File: src/rtl/vend_pkg.sv
// Shared definitions for the vending controller: coin codes, FSM state
// encodings and the coin-code to nickel-unit conversion.
package vend_pkg;

   // Coin acceptor codes; 3'b110 and 3'b111 are not legal coins.
   localparam logic [2:0] COIN_NONE        = 3'b000;
   localparam logic [2:0] COIN_NICKEL      = 3'b001;
   localparam logic [2:0] COIN_DIME        = 3'b010;
   localparam logic [2:0] COIN_NICKEL_DIME = 3'b011;
   localparam logic [2:0] COIN_DIME_DIME   = 3'b100;
   localparam logic [2:0] COIN_QUARTER     = 3'b101;

   typedef enum logic [2:0] {
      ST_IDLE    = 3'b000,
      ST_COLLECT = 3'b001,
      ST_VEND    = 3'b010,
      ST_CHANGE  = 3'b011
   } state_e;

   // Value of a coin code in nickel units; illegal codes and "none" are worth 0.
   function automatic logic [2:0] coin_value(input logic [2:0] code);
      case (code)
         COIN_NICKEL:      coin_value = 3'd1;
         COIN_DIME:        coin_value = 3'd2;
         COIN_NICKEL_DIME: coin_value = 3'd3;
         COIN_DIME_DIME:   coin_value = 3'd4;
         COIN_QUARTER:     coin_value = 3'd5;
         default:          coin_value = 3'd0;
      endcase
   endfunction

endpackage

File: src/rtl/vend_change_sel.sv
// Change picker: offers the largest single coin (quarter, dime, nickel)
// that does not exceed the remaining credit, so credit can never underflow.
module vend_change_sel
   import vend_pkg::*;
#(
   parameter int CREDIT_W = 4
) (
   input  logic [CREDIT_W-1:0] credit,
   output logic [2:0]          change_coin,
   output logic [2:0]          change_value
);

   // Largest-first coin selection.
   always_comb begin
      change_coin = COIN_NONE;
      if (credit >= CREDIT_W'(5)) begin
         change_coin = COIN_QUARTER;
      end else if (credit >= CREDIT_W'(2)) begin
         change_coin = COIN_DIME;
      end else if (credit != '0) begin
         change_coin = COIN_NICKEL;
      end
      change_value = coin_value(change_coin);
   end

endmodule

File: src/rtl/vend_dispense_ctrl.sv
// Vending controller: accumulates coin credit, latches a product selection,
// hands off to the dispenser, then pays change one coin per handshake.
module vend_dispense_ctrl
   import vend_pkg::*;
#(
   parameter int CREDIT_W   = 4,
   parameter int MAX_CREDIT = 15,
   parameter int PRICE0     = 3,
   parameter int PRICE1     = 4,
   parameter int PRICE2     = 5,
   parameter int PRICE3     = 7
) (
   input  logic                clock,
   input  logic                reset,
   input  logic [2:0]          coin,
   input  logic                sel_valid,
   input  logic [1:0]          sel,
   input  logic                cancel,
   input  logic                disp_ready,
   input  logic                ret_ready,
   output logic                vend,
   output logic [1:0]          vend_sel,
   output logic                change_valid,
   output logic [2:0]          change_coin,
   output logic                coin_reject,
   output logic [CREDIT_W-1:0] credit,
   output logic [2:0]          state
);

   state_e                state_q, state_d;
   logic [CREDIT_W-1:0]   credit_q, credit_d;
   logic                  vend_q, vend_d;
   logic [1:0]            vend_sel_q, vend_sel_d;
   logic                  sel_latched_q, sel_latched_d;
   logic                  change_valid_q, change_valid_d;
   logic [2:0]            change_coin_q, change_coin_d;
   logic [2:0]            change_amt_q, change_amt_d;
   logic                  coin_reject_q, coin_reject_d;

   logic [CREDIT_W-1:0]   price;
   logic [2:0]            coin_val;
   logic [CREDIT_W:0]     coin_sum;
   logic                  coin_fits;
   logic [CREDIT_W-1:0]   change_left;
   logic [2:0]            pick_coin;
   logic [2:0]            pick_value;

   // Coin acceptance: one spare bit on the sum so an over-ceiling coin cannot wrap.
   assign coin_val    = coin_value(coin);
   assign coin_sum    = {1'b0, credit_q} + (CREDIT_W+1)'(coin_val);
   assign coin_fits   = (coin_val != 3'd0) && (coin_sum <= (CREDIT_W+1)'(MAX_CREDIT));
   assign change_left = credit_q - CREDIT_W'(change_amt_q);

   // Price of the latched product.
   always_comb begin
      price = CREDIT_W'(PRICE0);
      case (vend_sel_q)
         2'd1:    price = CREDIT_W'(PRICE1);
         2'd2:    price = CREDIT_W'(PRICE2);
         2'd3:    price = CREDIT_W'(PRICE3);
         default: price = CREDIT_W'(PRICE0);
      endcase
   end

   // Next state, credit, selection, vend request and coin rejection.
   // NOTE: every signal gets a default before the case so no path leaves it unassigned (no latch).
   always_comb begin
      state_d       = state_q;
      credit_d      = credit_q;
      vend_sel_d    = vend_sel_q;
      sel_latched_d = sel_latched_q;
      vend_d        = 1'b0;
      coin_reject_d = 1'b0;
      case (state_q)
         ST_IDLE, ST_COLLECT: begin
            if (coin_fits) begin
               credit_d = coin_sum[CREDIT_W-1:0];
            end else if (coin != COIN_NONE) begin
               coin_reject_d = 1'b1;
            end
            if (state_q == ST_IDLE) begin
               if (coin_fits) begin
                  state_d = ST_COLLECT;
               end
               if (sel_valid) begin
                  vend_sel_d    = sel;
                  sel_latched_d = 1'b1;
               end
            end else if (cancel) begin
               // Abort drops the selection along with refunding the credit.
               state_d       = ST_CHANGE;
               sel_latched_d = 1'b0;
            end else if (sel_latched_q && (credit_q >= price)) begin
               // Selection is frozen on the way into VEND so the product that
               // passed the price check is the one charged.
               state_d = ST_VEND;
            end else if (sel_valid) begin
               vend_sel_d    = sel;
               sel_latched_d = 1'b1;
            end
         end
         ST_VEND: begin
            coin_reject_d = (coin != COIN_NONE);
            if (vend_q && disp_ready) begin
               credit_d      = credit_q - price;
               sel_latched_d = 1'b0;
               state_d       = (credit_q == price) ? ST_IDLE : ST_CHANGE;
            end else begin
               vend_d = 1'b1;
            end
         end
         ST_CHANGE: begin
            coin_reject_d = (coin != COIN_NONE);
            if (change_valid_q && ret_ready) begin
               credit_d = change_left;
            end
            if (credit_d == '0) begin
               state_d = ST_IDLE;
            end
         end
         default: begin
            coin_reject_d = (coin != COIN_NONE);
            state_d       = ST_IDLE;
            credit_d      = '0;
            sel_latched_d = 1'b0;
         end
      endcase
   end

   vend_change_sel #(
      .CREDIT_W (CREDIT_W)
   ) u_change_sel (
      .credit       (credit_d),
      .change_coin  (pick_coin),
      .change_value (pick_value)
   );

   // Change request for the credit that will be held next cycle.
   always_comb begin
      change_valid_d = 1'b0;
      change_coin_d  = COIN_NONE;
      change_amt_d   = 3'd0;
      if ((state_q == ST_CHANGE) && (state_d == ST_CHANGE)) begin
         change_valid_d = 1'b1;
         change_coin_d  = pick_coin;
         change_amt_d   = pick_value;
      end
   end

   // Registered state and outputs with synchronous reset.
   // NOTE: non-blocking assignments keep every flop sampling pre-edge values, avoiding order races.
   always_ff @(posedge clock) begin
      if (reset) begin
         state_q        <= ST_IDLE;
         credit_q       <= '0;
         vend_q         <= 1'b0;
         vend_sel_q     <= 2'd0;
         sel_latched_q  <= 1'b0;
         change_valid_q <= 1'b0;
         change_coin_q  <= COIN_NONE;
         change_amt_q   <= 3'd0;
         coin_reject_q  <= 1'b0;
      end else begin
         state_q        <= state_d;
         credit_q       <= credit_d;
         vend_q         <= vend_d;
         vend_sel_q     <= vend_sel_d;
         sel_latched_q  <= sel_latched_d;
         change_valid_q <= change_valid_d;
         change_coin_q  <= change_coin_d;
         change_amt_q   <= change_amt_d;
         coin_reject_q  <= coin_reject_d;
      end
   end

   assign vend         = vend_q;
   assign vend_sel     = vend_sel_q;
   assign change_valid = change_valid_q;
   assign change_coin  = change_coin_q;
   assign coin_reject  = coin_reject_q;
   assign credit       = credit_q;
   assign state        = state_q;

endmodule

File: config.mk
export PLATFORM = sky130hd
export DESIGN_NAME = vend_dispense_ctrl
export DESIGN_NICKNAME = d
export VERILOG_FILES = /design/src/rtl/vend_pkg.sv /design/src/rtl/vend_change_sel.sv /design/src/rtl/vend_dispense_ctrl.sv
export SDC_FILE = /design/constraint.sdc
export NUM_CORES = 1
export LEC_CHECK = 0
export ABC_CLOCK_PERIOD_IN_PS = 2700
export BUFFER_PORTS_ARGS = -buffer_cell sky130_fd_sc_hd__buf_2
export CAP_MARGIN = 15
export CELL_PAD_IN_SITES_DETAIL_PLACEMENT = 1
export CELL_PAD_IN_SITES_GLOBAL_PLACEMENT = 1
export CORE_UTILIZATION = 36
export CTS_CLUSTER_SIZE = 28
export DETAILED_ROUTE_END_ITERATION = 6
export GPL_TIMING_DRIVEN = 0
export PLACE_DENSITY = 0.78
export SYNTH_ARGS = -nofsm -noshare
export SYNTH_HDL_FRONTEND = slang
export SYNTH_SLANG_ARGS = --single-unit
File: constraint.sdc
create_clock -name clock -period 2.7 [get_ports clock]
set_input_delay 0.135 -clock clock [delete_from_list [all_inputs] [get_ports clock]]
set_output_delay 0.135 -clock clock [all_outputs]
set_load 0.1 [all_outputs]
==> results.tsv, run 1 <==
metric	value	unit
die_area	0.00405	mm²
rsz0062_at_grt	no	
power_density	413	mW/mm²
drc	0	
hpwl	2.99	mm
clockRootBuffer	clkbuf_8	
grt.total_usage	0.204	
htreeDepth	1	
gp_congestion	0.846	
yosys_warnings	0	
synth-edff-count	0	
status	completed	
clock-sinks	18	
antenna_found_initial	0	
die_w	63.6	µm
fmaxAchievable	0.388	GHz
async_flop_share	0	
finalCritPeriodShare	0.954	
rr_worst_depth	11	
cts_buffers	3	
synth_top_area_cell	dfxtp_1	
drive_gt1_frac	0.263	
rows	22	
worstPathRequired	2.85	ns
die_h	63.6	µm
tritoncts	yes	
worstPathArrival	2.72	ns
holdPathStages	3	
antennaDiodeCount	0	
yosysUniqueCellTypes	52	
vias	1254	
hold_buffers	0	
dp_cells	230	
io_pins	26	
drtIter0Drc	14	
path_cells	buf_2, inv_1, ha_1, a21oi_1, o21a_1, ha_1, inv_1, fa_1, nand3b_1, nand3_2, nor2_2, a221o_2, nor3b_2, o211a_1	
overflow	0	
whs_endpoint	vend_sel[1]	
hold_violations	0	
synth.avg_cell_area	8.65	µm²
ir_drop	0.000202	V
fin_cells	234	
fill_cells	451	
synth_top_area_share	0.264	
r2r_setup_slack	0.29	ns
slowest_delay	0.41	ns
wirelength	3.72	mm
synth_area_leaders	dfxtp_1, ha_1, inv_1	
crit_fanout	6	
grt_pass1_vias	1348	
synthFlopType	dfxtp_1	
syn-instance-count	158	
cts_buffer_depth	2	
grt_max_degree	11	
core	0.00366	mm²
initial_core_util	0.373	
hp-class	input pin to register	
grt_pass1_wl	6.40	mm
critical_path_class	input pin to register	
slowest_stage	fa_1	
wl_per_cell	15.9	µm
min_period	2.58	ns
fin_worst_skew	0.00758	ns
ys_seq_elements	18	
firstDrtPassIters	4	
insertion_delay	0.26	ns
syn_area	0.00137	mm²
rr_startpoint	vend_sel[1]	
synth.yosys.seq_area_share	0.264	
synth_most_common_cell	dfxtp_1	
power	0.667	mW
end_kind	register	
setup-violations-final	0	
cp-start-kind	input pin	
area_delta_synth_final	18.0	%
fin_util	0.441	
r2r_end	change_coin[1]	
cap_viol_max_count	0	
viasPerCell	5.36	
io_buffers	24	
num-nets-final	214	
slew_violations	0	
clk_pin_slew	0.07	ns
min_from	sel[1]	
synth_common_cells	dfxtp_1, inv_1, ha_1	
p_leak	0.719	nW
syn-num-nets	185	
drtAntennaViolNets	0	
cells by family after synthesis:
group           synth area share
simple gates               0.198
compound gates             0.236
buf+inv                   0.0733
flops                      0.264
fa+ha+maj                  0.163
mux                       0.0440
xor+xnor                  0.0192
other cells              0.00274
critical path: cells and delay by family:
family	cells	cell delay (ns)
adders and majority gates	3	0.88
and+or+nand+nor	4	0.54
buffers and inverters	3	0.25
AOI/OAI and AO/OA	4	0.89
per-stage QoR:
| stage | area (µm²) | setup slack, ns | setup TNS [ns] | hold slack, ns |
|---|---|---|---|---|
| 2_1_floorplan | 1370 | 0.0566 | 0 | 0.279 |
| 3_3_place_gp | 1550 | -0.0296 | -0.0296 | 0.369 |
| 3_5_place_dp | 1550 | -0.157 | -0.446 | 0.386 |
| 4_1_cts | 1610 | 0.107 | 0 | 0.122 |
| 5_1_grt | 1610 | 0.00965 | 0 | 0.148 |
| 6_report | 1610 | 0.125 | 0 | 0.120 |
registers in the layout, summed over array words and instances, names as in the netlist:
register / cells
credit: 4
coin_reject: 1
change_coin: 3
change_amt_q: 2
change_valid: 1
sel_latched_q: 1
state: 3
vend: 1
vend_sel: 2
where the power goes:
group	internal [mW]	switching [mW]	leakage [nW]	total, mW
clock	0.130	0.0962	0.0288	0.226
combinational	0.0517	0.106	0.541	0.158
sequential	0.273	0.00984	0.149	0.283
total	0.454	0.212	0.719	0.667
layer usage:
layer,global-route usage,up-vias,routed length [µm]
li1,-,613,-
met1,0.239,604,1600
met2,0.366,29,1940
met3,0.0308,8,104
met4,0.0795,0,77
met5,0,-,0
area by class of cell:
type                       count  area [µm²]  area share
buffer                         5        32.5      0.0202
clock buffer                   4        55.1      0.0341
inverter                      18        67.6      0.0419
multi-input combinational    117         911       0.565
sequential                    18         367       0.227
tap                           48        60.1      0.0372
timing repair buffer          24         120      0.0745
repair_timing:
item / in CTS / in global routing
setup endpoints to repair: 0 / 3
gates resized for setup: 0 / 1
setup buffers: 0 / 0
cells in the final DEF, fill, tap and decap left out, types with 2 or more instances in the layout:
cell type	synthesis	layout
a211o_1	2	2
a21o_1	2	2
a21oi_1	9	9
a221o_2	2	2
buf_2	2	26
clkbuf_8	0	4
dfxtp_1	18	13
dfxtp_2	0	5
fa_1	3	3
ha_1	13	13
inv_1	17	17
mux2i_1	6	6
nand2_1	7	7
nand3_1	3	2
nand3_2	1	2
nand3b_1	2	2
nor2_1	12	12
nor2b_1	8	8
nor3_1	2	2
nor3b_2	2	2
o211ai_1	2	2
o21a_1	3	3
o21ai_0	6	6
o22ai_1	3	3
o31ai_1	2	2
or3_1	2	2
xnor2_1	2	2
worst max-delay path by stage:
stage           startpoint  depth (start not counted)              end  slack (ns)
2_1_floorplan  vend_sel[1]                         10   change_coin[1]        0.06
3_3_place_gp       coin[1]                         14   change_coin[1]       -0.03
3_5_place_dp       coin[1]                         14   change_coin[1]       -0.16
4_1_cts            coin[1]                         14   change_coin[1]        0.11
5_1_grt            coin[1]                         14  change_amt_q[0]        0.01
6_report           coin[1]                         14   change_coin[1]        0.12
(Power assumes the default switching activity.)
==> run 2: changes to the inputs <==
CORE_UTILIZATION = 41   (was 36)
PLACE_DENSITY = 0.86   (was 0.78)
==> run 2 against run 1 <==
  * Clock skew fell by 0.0047 ns
  * Sequential share of layout area rose by 0.41 points
  * Highest routed layer unchanged
  * Design area fell by 1.8%
  * Global-route usage rose by 2.4 points
==> results.tsv, run 2 (synthesis results as in run 1) <==
metric	value	unit	change
core	0.00310	mm²	-15%
grt.total_usage	0.228		+0.0245
end_kind	register		
holdPathStages	3		unchanged
fill_cells	398		-12%
hpwl	2.96	mm	-0.88%
rsz0062_at_grt	no		
antenna_found_initial	0		unchanged
fin_cells	230		-1.7%
antennaDiodeCount	0		unchanged
wirelength	3.74	mm	+0.51%
tritoncts	yes		
io_buffers	24		unchanged
grt_pass1_vias	1310		-2.8%
finalCritPeriodShare	0.924		-0.0300
grt_max_degree	11		unchanged
rr_worst_depth	11		unchanged
io_pins	26		unchanged
ff_latch_area	367	µm²	unchanged
r2r_end	change_coin[1]		
dp_cells	226		-1.7%
firstDrtPassIters	4		unchanged
slowest_delay	0.42	ns	about the same
rows	20		-9.1%
slowest_stage	fa_1		
viasPerCell	5.47		+2.1%
min_period	2.49	ns	-0.0811 ns
drtAntennaViolNets	0		unchanged
initial_core_util	0.440		+0.0671
wl_per_cell	16.3	µm	+2.3%
area_delta_synth_final	15.9	%	
drc	0		unchanged
drive_gt1_frac	0.258		-0.00538
vias	1259		+0.40%
status	completed		
insertion_delay	0.31	ns	+0.05 ns
clk_pin_slew	0.11	ns	+0.04 ns
cts_buffer_depth	2		unchanged
gp_congestion	0.777		-8.1%
min_from	sel[0]		
holdWs	0.0551	ns	-0.0653 ns
clock-sinks	18		unchanged
hp-class	input pin to register		
worstPathArrival	2.71	ns	about the same
fmaxAchievable	0.401	GHz	+3.3%
p_leak	0.707	nW	-1.6%
htreeDepth	1		unchanged
setup-violations-final	0		unchanged
fin_worst_skew	0.00287	ns	-0.00471 ns
cts_buffers	3		unchanged
worst-path-buf-inv	3		unchanged
hold_violations	0		unchanged
rr_startpoint	vend_sel[1]		
cts_resized	0		unchanged
r2r_setup_slack	0.22	ns	-0.07 ns
grt_pass1_wl	5.98	mm	-6.6%
ir_drop	0.000254	V	+26%
die_h	59.7	µm	-6.1%
die_area	0.00357	mm²	-12%
multi_input_area	906	µm²	-0.55%
post_cts_buffers	0		unchanged
crit_fanout	6		unchanged
overflow	0		unchanged
layout_common_cells	buf_2, inv_1, ha_1, dfxtp_1, nor2_1		
slew_violations	0		unchanged
num-nets-final	214		unchanged
largest_register_ffs	4		unchanged
clockRootBuffer	clkbuf_4		
power_density	394	mW/mm²	-4.8%
path_cells	buf_2, inv_1, ha_1, a21oi_1, o21a_1, ha_1, inv_1, fa_1, nand3b_1, nand3_1, nor2_2, a221o_2, nor3b_2, o211a_1		
cpLargestDelayFamily	compound AO/OA/AOI/OAI gates		
drtIter0Drc	44		+30
critical_path_class	input pin to register		
cap_viol_max_count	0		unchanged
cp-start-kind	input pin		
whs_endpoint	vend_sel[0]		
worstPathRequired	2.91	ns	+0.06 ns
die_w	59.7	µm	-6.1%
final_common_cell	buf_2		
hold_buffers	0		unchanged
==> run 2: worst max-delay path by stage <==
stage                     slack (ns)              to  cells after the start         from
after floorplan                 0.06  change_coin[1]                     10  vend_sel[1]
after global placement         -0.04  change_coin[1]                     14      coin[1]
after detailed placement       -0.14  change_coin[1]                     14      coin[1]
after CTS                       0.19  change_coin[1]                     14      coin[1]
after global routing            0.07  change_coin[1]                     14      coin[1]
final                           0.21  change_coin[1]                     14      coin[1]
==> run 2: routing by layer <==
| metal | routed length [µm] | track usage | vias to the layer above |
|---|---|---|---|
| li1 | - | - | 611 |
| met1 | 1600 | 0.263 | 605 |
| met2 | 1930 | 0.424 | 36 |
| met3 | 156 | 0.0238 | 7 |
| met4 | 63 | 0.0930 | 0 |
| met5 | 0 | 0 | - |
==> run 2: area by class of cell <==
class | count | area share
Inverter | 18 | 0.0427
Buffer | 5 | 0.0205
Timing Repair Buffer | 24 | 0.0758
Sequential cell | 18 | 0.231
Multi-Input combinational cell | 117 | 0.572
Tap cell | 44 | 0.0348
Clock buffer | 4 | 0.0229
==> run 2: report_power, final <==
part           internal, mW  switching (mW)
registers             0.273         0.00969
logic                0.0527           0.108
clock network        0.0825          0.0975
==> run 2: per-stage QoR <==
| step | worst slack (ns) | power (mW) | cell area (µm²) | setup TNS, ns | util |
|---|---|---|---|---|---|
| after CTS | 0.195 | 0.626 | 1580 | 0 | 0.510 |
| final | 0.206 | 0.623 | 1580 | 0 | 0.510 |
| after global routing | 0.0726 | 0.645 | 1580 | 0 | 0.510 |
| after global placement | -0.0362 | 0.438 | 1550 | -0.0362 | 0.499 |
| after detailed placement | -0.140 | 0.446 | 1550 | -0.384 | 0.499 |
| after floorplan | 0.0566 | 0.407 | 1370 | 0 | - |
==> run 2: worst register-to-register path: stages (launching register included) <==
cell     delay [ns]
dfxtp_2        0.34
inv_1          0.08
ha_1           0.14
inv_1          0.04
ha_1           0.21
fa_1           0.41
xnor2_1        0.14
mux2i_1        0.17
o22ai_1        0.11
a221o_2        0.36
nor3b_2        0.17
o211a_1        0.21
==> run 3: changes to the inputs <==
ABC_CLOCK_PERIOD_IN_PS = 3100   (was 2700)
CORE_UTILIZATION = 44   (was 41)
GPL_ROUTABILITY_DRIVEN = 1   (was not set)
PLACE_DENSITY = 0.9   (was 0.86)
SYNTH_HIERARCHICAL = 1   (was not set)
clock period = 3.1 ns   (was 2.7 ns; I/O delays follow)
==> run 3 against run 2 <==
  * The flow now finishes with violations (DRC)
  * Sequential power shrank 9.9%
  * Register-to-register slack improved by 0.15 ns
  * Non-clock buffer count shrank 3
  * First-iteration DRC count is 2.3% lower
==> results.tsv, run 3 <==
metric	value	unit	change
hpwl	3.07	mm	+3.8%
area_delta_synth_final	14.2	%	
fin_worst_skew	0.00468	ns	+0.00181 ns
insertion_delay	0.31	ns	about the same
status	complete, but fails checks		
finalCritPeriodShare	0.935		
drive_gt1_frac	0.249		-0.00945
critical_path_class	input pin to register		
gp_congestion	0.852		+9.6%
final_area	0.00157	mm²	-0.95%
grt.total_usage	0.256		+0.0282
clock-sinks	19		+1
overflow	0		unchanged
wirelength	3.75	mm	+0.27%
synth_area_leaders	dfxtp_1, ha_1, and2_1		
core	0.00285	mm²	-8.1%
io_buffers	25		+4.2%
die_area	0.00335	mm²	-6.1%
power_density	318	mW/mm²	-19%
viasPerCell	5.97		+9.1%
fmaxAchievable	0.345	GHz	
final_common_cell	buf_2		
vias	1266		+0.56%
wl_per_cell	17.7	µm	+8.8%
die_h	57.9	µm	-3.1%
syn_area	0.00137	mm²	+0.55%
antenna_found_initial	0		unchanged
layout_common_cells	buf_2, dfxtp_1, ha_1		
hp-class	input pin to register		
p_leak	0.705	nW	-0.32%
synth_common_cells	dfxtp_1, ha_1, and2_1, inv_1, o21ai_0		
worstPathRequired	3.35	ns	+0.44 ns
yosysUniqueCellTypes	48		-7.7%
synth.yosys.seq_area_share	0.277		+0.0131
clk_pin_slew	0.11	ns	about the same
ys_seq_elements	19		+1
dpl_cell_area	0.00154	mm²	-0.48%
cts_buffer_depth	2		unchanged
worstPathArrival	3.15	ns	+0.44 ns
fin_cells	212		-7.8%
yosys_warnings	6		+6
htreeDepth	1		unchanged
hold_buffers	0		unchanged
die_w	57.9	µm	-3.1%
initial_core_util	0.482		+0.0413
drtAntennaViolNets	0		unchanged
drtIter0Drc	43		-2.3%
min_period	2.90	ns	
async_flop_share	0		unchanged
cap_viol_max_count	0		unchanged
finalWorstSetupSlack	0.202	ns	-0.00371 ns
ir_drop	0.000269	V	+6.0%
grt_pass1_vias	1320		+0.76%
cts_resized	0		unchanged
synthFlopType	dfxtp_1		
pre_cts_ws	-0.189	ns	-0.0498 ns
rsz0062_at_grt	no		
synth_top_area_share	0.277		+0.0131
post_cts_buffers	0		unchanged
synth.avg_cell_area	9.04	µm²	+4.5%
dp_cells	208		-8.0%
power	0.500	mW	-20%
largest_register_ffs	4		unchanged
grt_pass1_wl	6.33	mm	+6.0%
r2r_setup_slack	0.37	ns	+0.15 ns
cp-start-kind	input pin		
firstDrtPassIters	6		+2
rows	19		-5.0%
grt_max_degree	11		unchanged
clockRootBuffer	clkbuf_4		
drc	1		+1
fin_util	0.550		+0.0395
slew_violations	0		unchanged
cts_buffers	3		unchanged
synth-edff-count	0		unchanged
num-nets-final	209		-2.3%
setup-violations-final	0		unchanged
antennaDiodeCount	0		unchanged
end_kind	register		
tritoncts	yes		
hold_violations	0		unchanged
io_pins	26		unchanged
crit_fanout	7		+1
syn-instance-count	152		-3.8%
synth_top_area_cell	dfxtp_1		
violations	DRC		
syn-num-nets	179		-3.2%
synth_most_common_cell	dfxtp_1		
==> run 3: cell type report <==
class	instances	area [µm²]
fillers	361	1280
multi-input cells	120	943
well taps	31	38.8
flip-flops and latches	19	383
clock buffers	4	26.3
repair buffers	25	125
inverters	12	45.0
plain buffers	1	7.51
==> run 3: stage by stage <==
step / TNS [ns] / hold slack, ns
final: 0 / 0.0919
after global routing: 0 / 0.0988
after CTS: 0 / 0.0937
after detailed placement: -0.709 / 0.427
after global placement: -0.0864 / 0.394
after floorplan: 0 / 0.220
==> run 3: cells by family (layout without fill, tap and decap cells) <==
logic type,count (synthesis),in the layout,synth area share
muxes,4,4,0.0291
adders and majority gates,16,16,0.162
other,1,1,0.00273
xor gates and xnor gates,3,3,0.0191
DFF,19,19,0.277
AOI/OAI and AO/OA,45,45,0.259
buffers and inverters,13,42,0.0383
and+or+nand+nor,51,51,0.213
==> run 3: critical path, stage by stage <==
cell and delay [ns]:
buf_2 0.14, inv_1 0.06, ha_1 0.29, a21oi_1 0.07, o21a_1 0.20, ha_1 0.21
fa_2 0.39, a21oi_4 0.19, o32a_1 0.18, o21ai_1 0.10, a221o_1 0.39, or3b_1 0.40
a21oi_2 0.16, buf_4 0.12, and2_1 0.10
==> run 3: path summary, 6_finish.rpt <==
| kind | from | end | cells after the start |
|---|---|---|---|
| setup / recovery | coin[1] | change_amt_q[1] | 15 |
| hold / removal | reset | vend | 2 |
| setup reg to reg | vend_sel[0] | change_amt_q[2] | 10 |
| hold reg to reg | vend_sel[1] | vend_sel[1] | 2 |
==> run 3: per-layer routing <==
layer,part of all wire,wire (µm),track usage
met1,0.41,1530,0.310
met4,0.043,160,0.153
met2,0.50,1890,0.420
met5,0,0,0
met3,0.045,170,0.0513
==> run 3: power by group <==
group / switching, mW / internal [mW]
Clock: 0.0776 / 0.0503
Combinational: 0.0768 / 0.0401
Sequential: 0.00590 / 0.249
